[src/rtl/msdap_pkg.sv]
// Shared types for the MSDAP control block: fixed state encoding of the sequencing FSM.
package msdap_pkg;

  typedef enum logic [3:0] {
    INIT             = 4'd0,
    WAIT_FOR_RJ      = 4'd1,
    READING_RJ       = 4'd2,
    WAIT_FOR_COEFF   = 4'd3,
    READING_COEFF    = 4'd4,
    WAITING_FOR_DATA = 4'd5,
    WORKING          = 4'd6,
    CLEARING         = 4'd7,
    SLEEPING         = 4'd8
  } state_t;

endpackage

[src/rtl/msdap_control.sv]
// Sequencing FSM for the MSDAP filter: load Rj, load coefficients, then process samples,
// with an async data-memory clear path and a sleep state for zero-input runs.
module msdap_control
  import msdap_pkg::*;
(
  input  logic clk,
  input  logic reset_n,
  input  logic start,
  input  logic frame,
  input  logic data_clear_complete,
  input  logic rj_count_done,
  input  logic coeff_count_done,
  input  logic s2p_done,
  input  logic conv_done,
  input  logic all_zeros,
  output logic mem_clear,
  output logic data_clear,
  output logic data_count_restart,
  output logic data_count_enable,
  output logic in_ready,
  output logic rj_wr_en,
  output logic coeff_wr_en,
  output logic data_wr_en,
  output logic rj_count_restart,
  output logic rj_count_enable,
  output logic coeff_count_restart,
  output logic coeff_count_enable,
  output logic s2p_clear,
  output logic alu_en,
  output logic alu_clear,
  output logic p2s_load,
  output logic p2s_clear
);

  state_t state, state_nxt;

  // Reset only clears data memory; Rj/coeff survive, so we resume at WAITING_FOR_DATA.
  always_ff @(posedge clk or negedge reset_n) begin
    if (!reset_n) state <= CLEARING;
    else          state <= state_nxt;
  end

  always_comb begin
    state_nxt = state;
    if (start) state_nxt = INIT;
    else begin
      case (state)
        INIT:             state_nxt = WAIT_FOR_RJ;
        WAIT_FOR_RJ:      if (frame)            state_nxt = READING_RJ;
        READING_RJ:       if (rj_count_done)    state_nxt = WAIT_FOR_COEFF;
        WAIT_FOR_COEFF:   if (frame)            state_nxt = READING_COEFF;
        READING_COEFF:    if (coeff_count_done) state_nxt = WAITING_FOR_DATA;
        WAITING_FOR_DATA: if (frame)            state_nxt = WORKING;
        WORKING:          if (all_zeros)        state_nxt = SLEEPING;
        SLEEPING:         if (!all_zeros)       state_nxt = WORKING;
        CLEARING:         if (reset_n && data_clear_complete) state_nxt = WAITING_FOR_DATA;
        default:          state_nxt = INIT;
      endcase
    end
  end

  always_comb begin
    mem_clear           = 1'b0;
    data_clear          = 1'b0;
    data_count_restart  = 1'b0;
    data_count_enable   = 1'b0;
    in_ready            = 1'b0;
    rj_wr_en            = 1'b0;
    coeff_wr_en         = 1'b0;
    data_wr_en          = 1'b0;
    rj_count_restart    = 1'b0;
    rj_count_enable     = 1'b0;
    coeff_count_restart = 1'b0;
    coeff_count_enable  = 1'b0;
    s2p_clear           = 1'b0;
    alu_en              = 1'b0;
    alu_clear           = 1'b0;
    p2s_load            = 1'b0;
    p2s_clear           = 1'b0;
    case (state)
      INIT: begin
        mem_clear           = 1'b1;
        data_count_restart  = 1'b1;
        rj_count_restart    = 1'b1;
        coeff_count_restart = 1'b1;
        s2p_clear           = 1'b1;
        alu_clear           = 1'b1;
        p2s_clear           = 1'b1;
      end
      CLEARING: begin
        data_clear         = 1'b1;
        data_count_restart = 1'b1;
        s2p_clear          = 1'b1;
        alu_clear          = 1'b1;
        p2s_clear          = 1'b1;
      end
      WAIT_FOR_RJ, WAIT_FOR_COEFF, WAITING_FOR_DATA: in_ready = 1'b1;
      READING_RJ: begin
        in_ready        = 1'b1;
        rj_wr_en        = s2p_done;
        rj_count_enable = s2p_done;
      end
      READING_COEFF: begin
        in_ready           = 1'b1;
        coeff_wr_en        = s2p_done;
        coeff_count_enable = s2p_done;
      end
      WORKING: begin
        // A new sample restarts the convolution sweep over Rj/coeff and zeroes the sum.
        in_ready            = 1'b1;
        data_wr_en          = s2p_done;
        data_count_enable   = s2p_done;
        rj_count_restart    = s2p_done;
        coeff_count_restart = s2p_done;
        alu_clear           = s2p_done;
        alu_en              = ~conv_done & ~s2p_done;
        p2s_load            = conv_done;
      end
      SLEEPING: begin
        in_ready          = 1'b1;
        data_wr_en        = s2p_done;
        data_count_enable = s2p_done;
        p2s_clear         = 1'b1;
      end
      default: ;
    endcase
  end

endmodule

[config.mk]
export PLATFORM = sky130hd
export DESIGN_NAME = msdap_control
export DESIGN_NICKNAME = d
export VERILOG_FILES = /design/src/rtl/msdap_pkg.sv /design/src/rtl/msdap_control.sv
export SDC_FILE = /design/constraint.sdc
export NUM_CORES = 1
export LEC_CHECK = 0
export ABC_AREA = 1
export CAP_MARGIN = 10
export CORE_MARGIN = 2
export CORE_UTILIZATION = 25
export CTS_BUF_LIST = sky130_fd_sc_hd__clkbuf_2
export DETAILED_ROUTE_END_ITERATION = 10
export SYNTH_ARGS = -nofsm -noshare
export SYNTH_HDL_FRONTEND = slang
export SYNTH_SLANG_ARGS = --single-unit
[constraint.sdc]
create_clock -name clk -period 2.05 [get_ports clk]
set_input_delay 0.3075 -clock clk [delete_from_list [all_inputs] [get_ports clk]]
set_output_delay 0.3075 -clock clk [all_outputs]
set_load 0.03 [all_outputs]
==> results of run 1 <==
## kinds of logic (layout without fill, tap and decap cells)
logic type,after synthesis,in the layout,synth area share [%]
AOI/OAI and AO/OA,6,6,5.55
DFF,4,4,19.2
and+or+nand+nor,72,72,55.6
buffers and inverters,23,52,19.7
## how the worst max path moves through the flow
| stage | slack [ns] | to | start |
|---|---|---|---|
| 5_1_grt | -0.008 | coeff_wr_en | state[2] |
| 2_1_floorplan | 0.00006 | s2p_clear | state[0] |
| 3_5_place_dp | 0.01 | coeff_count_enable | s2p_done |
| 6_report | 0.11 | coeff_wr_en | state[2] |
| 3_3_place_gp | 0.05 | coeff_count_enable | s2p_done |
| 4_1_cts | 0.09 | coeff_count_enable | state[2] |
## power breakdown
group / internal, mW / switching (mW)
sequential: 0.124 / 0.0521
clock: 0.0515 / 0.0376
combinational: 0.312 / 0.593
total: 0.487 / 0.682
## critical path, cell delays in order, from the launching register on
cell and delay (ns):
dfstp_2 0.59, inv_1 0.08, nor2_2 0.10, nand2_1 0.09
nor2_1 0.13, dlygate4sd2_1 0.41
## layout make-up
cell class                      instances  area, sq um
Fill cell                             237         1190
Multi-Input combinational cell         78          330
Timing Repair Buffer                   31          259
Sequential cell                         4          104
Inverter                               17         63.8
Tap cell                               27         33.8
Clock buffer                            4         20.0
## cells in the final DEF (no fill, tap or decap), types with 3 or more instances in the layout
cell type,synthesis,layout
nand2_1,35,35
clkbuf_2,0,7
dfstp_2,3,3
a21oi_1,3,3
nor2_2,4,4
buf_4,5,11
inv_1,15,15
nand3_1,10,10
nor2_1,19,19
clkdlybuf4s50_1,0,9
dlygate4sd2_1,0,7
## metal layers
layer / part of all wire (%) / GRT usage (%)
met5: 0 / 0
met4: 0 / 2.70
met3: 5.7 / 3.57
met2: 47 / 21.5
met1: 47 / 15.3
## cell usage after synthesis (2+ instances only)
| cell type | number | area, sq um |
|---|---|---|
| a21oi_1 | 3 | 15.0 |
| buf_4 | 5 | 37.5 |
| dfstp_2 | 3 | 78.8 |
| inv_1 | 15 | 56.3 |
| inv_2 | 2 | 7.51 |
| nand2_1 | 35 | 131 |
| nand3_1 | 10 | 50.1 |
| nor2_1 | 19 | 71.3 |
| nor2_2 | 4 | 25.0 |
| nor3_1 | 2 | 10.0 |
| o21ai_0 | 2 | 10.0 |
## timing repair
action | 4_1_cts | 5_1_grt
resized for setup | 11 | 7
endpoints found under the setup margin | 11 | 5
hold buffers | 0 | 0
buffers inserted | 0 | 0
==> flow_summary.toml, run 1 <==
[setup_path]
arrival_ns = 1.64
reg2reg_to = "state[1]"
r2r_cells = 8
cp-end-kind = "output pin"
crit_required_ns = 1.74
rrSetupSlack_ns = 0.59
r2r_start = "state[2]"
cp-start-kind = "register"
path_max_fanout = 7
worstSetupPathType = "reg -> out"

[clocking]
clock_sinks = 4
cts_tree = "built"
ctsHtreeMaxLevel = 1
cts.path.max_buffers = 2
cts_made_buffers = 3
insertion_delay_ns = 0.22
clk_pin_slew_ns = 0.06
cts_root_buf = "clkbuf_2"

[synthesis]
seq_area_frac_synth_pct = 19.2
syn_nets = 115
synth.cell_area_sq_um = 541
synthArstFlopShare_pct = 100
ys_warn_count = 0
ys_ff_latch = 4
syn_inst = 105
synth_edf_count = 0
syn_area_per_cell_sq_um = 5.15
yosysUniqueCellTypes = 16
synthFlopType = "dfstp_2"

[final_layout]
largest_reg_flops = 4
fin_area_sq_um = 811
layout-drive-gt1-share_pct = 20.9
largest_register = "state"
layoutNonFillerInstCount = 161
final_core_util_pct = 40.5
syn2layout_area_growth_pct = 50.0
nets = 145
reg.largest.list = "state x4"
insertedDiodeCount = 0

[power_and_ir_drop]
ir_drop_v = 0.000922
power.density_mw_per_mm2 = 1440
p_leak_nw = 0.483
power.total_mw = 1.17

[timing]
hold_violations = 0
maxSlewViolCount = 0
fmax_mhz = 514
rsz0062_at_grt = "true"
fin_ws_ns = 0.106
worstMarginPinSlew_ns = 0.302
post-route-min-period_ns = 1.94
finalSetupTns_ns = 0
finalCritPeriodShare_pct = 94.8
setup_viol = 0
hold_ws_ns = 0.287
max_slew_margin_pct = 80.0
finalClockSkew_ns = 0.0159

[global_route]
grt_pass1_vias = 609
grt_overflow = 0
grt_use_total_pct = 12.5
grt_max_degree = 8
grt_antenna_before_repair = 0
grt_pass1_wl_microns = 2460

[detailed_routing]
num_vias = 689
drt_first_iter_violations = 7
drc = 0
wl_microns = 1470
firstDrtPassIters = 3
drtAntennaViolNets = 0
wire_per_inst_microns = 9.16
vias_per_cell = 4.28

[floorplan]
placementRows = 16
dieHeight_microns = 50.5
ios = 27
dieArea_sq_mm = 0.00255
die_x_microns = 50.5
initial_utilization_pct = 27.0
coreArea_sq_mm = 0.00200

[hold_path]
min-delay-path-class = "in -> async"

[run]
max_cap_violations = 0

[outcome]
status = "completed"

[placed_design]
placed_area_sq_um = 815
gp_congestion = 0.822
port_buffers = 26
post-dp-hpwl_microns = 1270
dp.cells = 157
pre_cts_ws_ns = 0.0148
No activity file was read; power rests on OpenSTA's default activity.
==> inputs of run 2 (changes only) <==
--- a/config.mk
+++ b/config.mk
@@ -11,6 +11,7 @@
 export CORE_UTILIZATION = 25
 export CTS_BUF_LIST = sky130_fd_sc_hd__clkbuf_2
 export DETAILED_ROUTE_END_ITERATION = 10
+export SETUP_SLACK_MARGIN = 0.1
 export SYNTH_ARGS = -nofsm -noshare
 export SYNTH_HDL_FRONTEND = slang
 export SYNTH_SLANG_ARGS = --single-unit
==> flow_summary.toml, run 2 (synthesis results as in run 1) <==
[outcome]
status = "completed"

[clocking]
clk_pin_slew_ns = 0.05
insertion_delay_ns = 0.22
cts_root_buf = "clkbuf_2"
cts_hold_buf = 0
cts_tree = "built"
ctsHtreeMaxLevel = 1
cts_made_buffers = 3
clock_sinks = 4
cts.path.max_buffers = 2

[hold_path]
min-delay-path-class = "in -> async"

[power_and_ir_drop]
p_seq_share_pct = 15.0
p_leak_nw = 0.471
combPwrFrac_pct = 77.6
p_int_uw = 485
sw_frac_of_total_pct = 58.8
ir_drop_v = 0.000706
power.density_mw_per_mm2 = 1460
power_switching_uw = 691
power.total_mw = 1.18
power.share.clock_pct = 7.4

[setup_path]
arrival_ns = 1.57
rrSetupSlack_ns = 0.60
cp-start-kind = "register"
cp-end-kind = "output pin"
r2r_start = "state[2]"
startpoint = "state[1]"
path_max_fanout = 6
crit_required_ns = 1.74
worstSetupPathType = "reg -> out"

[timing]
finalCritPeriodShare_pct = 91.7
hold_violations = 0
fmax_mhz = 532
setup_viol = 0
maxSlewViolCount = 0
post-route-min-period_ns = 1.88
finalSetupTns_ns = 0
max_slew_margin_pct = 79.0
rsz0062_at_grt = "true"
hold_ws_ns = 0.293
worstMarginPinSlew_ns = 0.315
finalClockSkew_ns = 0.0131

[final_layout]
syn2layout_area_growth_pct = 48.8
insertedDiodeCount = 0
layout-drive-gt1-share_pct = 26.1
layout_commonest_cell = "nand2_1"
reg.largest.list = "state x4"
largest_register = "state"
nets = 145
largest_reg_flops = 4
final_cell_mix = "34 x nand2_1, 18 x nor2_1, 13 x inv_1, 11 x buf_4"

[floorplan]
placementRows = 16
die_x_microns = 50.5
ios = 27
dieHeight_microns = 50.5
initial_utilization_pct = 27.0
coreArea_sq_mm = 0.00200
dieArea_sq_mm = 0.00255

[global_route]
grt_max_degree = 10
grt_pass1_wl_microns = 2700
grt_pass1_vias = 649
grt_use_total_pct = 13.7
grt_antenna_before_repair = 0
grt_overflow = 0

[detailed_routing]
top_layer = "met3"
drc = 0
vias_per_cell = 4.30
wl_microns = 1500
num_vias = 692
drtAntennaViolNets = 0
drt_first_iter_violations = 14
wire_per_inst_microns = 9.30
firstDrtPassIters = 4
wl_met3_microns = 137
wl_met2_microns = 685
drt-met1-wl_microns = 673

[placed_design]
gp_congestion = 0.811
post-dp-hpwl_microns = 1260
port_buffers = 26

[run]
max_cap_violations = 0
run 2: changes by cell type in the layout (fill, tap and decap cells not counted), sizes merged:
cell	before	now
clkbuf	7	10
dlygate4sd2	7	4
run 2: routing by layer:
metal | GRT usage, % | vias to the layer above
met4 | 2.70 | 0
met5 | 0 | -
met3 | 5.36 | 0
met2 | 24.1 | 28
li1 | - | 370
met1 | 15.7 | 294
run 2: metrics by stage:
| step | util, % | worst slack, ns | instance area, sq um | cells |
|---|---|---|---|---|
| floorplan | - | 0.139 | 543 | 105 |
| global placement | 40.4 | 0.0453 | 810 | 156 |
| detailed placement | 40.4 | 0.0328 | 810 | 156 |
| CTS | 40.9 | 0.0820 | 820 | 160 |
| global route | 40.2 | 0.0141 | 805 | 161 |
| finish | 40.2 | 0.170 | 805 | 161 |
run 2: layout make-up:
type	instances	area, sq um
Inverter	17	63.8
Multi-Input combinational cell	78	335
Tap cell	27	33.8
Sequential cell	4	104
Fill cell	233	1200
Clock buffer	4	20.0
Timing Repair Buffer	31	248
run 2: critical path: stages, from the launching register on:
cell and delay, ns:
dfstp_2 0.59, inv_1 0.05, nor2_1 0.12, nand2_1 0.08
nor2_1 0.10, dlygate4sd2_1 0.41
run 2: power groups by stage:
stage / Clock, mW / Combinational (mW) / Sequential (mW)
CTS: 0.0923 / 0.936 / 0.176
global placement: 0 / 0.980 / 0.176
global route: 0.0997 / 1.00 / 0.186
floorplan: 0 / 0.659 / 0.159
finish: 0.0872 / 0.912 / 0.176
detailed placement: 0 / 0.986 / 0.177
run 2: worst paths after layout:
| path | end | cells past startpoint |
|---|---|---|
| min in group clk | state[2] | 2 |
| worst min-delay path | state[3] | 1 |
| worst max-delay path | rj_wr_en | 5 |
| max in group asynchronous | state[1] | 1 |
| worst max register to register | state[1] | 9 |
| worst min register to register | state[2] | 2 |
run 2: timing repair:
action / 4_1_cts / 5_1_grt
buffers inserted: 0 / 1
gates resized for setup: 14 / 14
setup endpoints to repair: 11 / 15
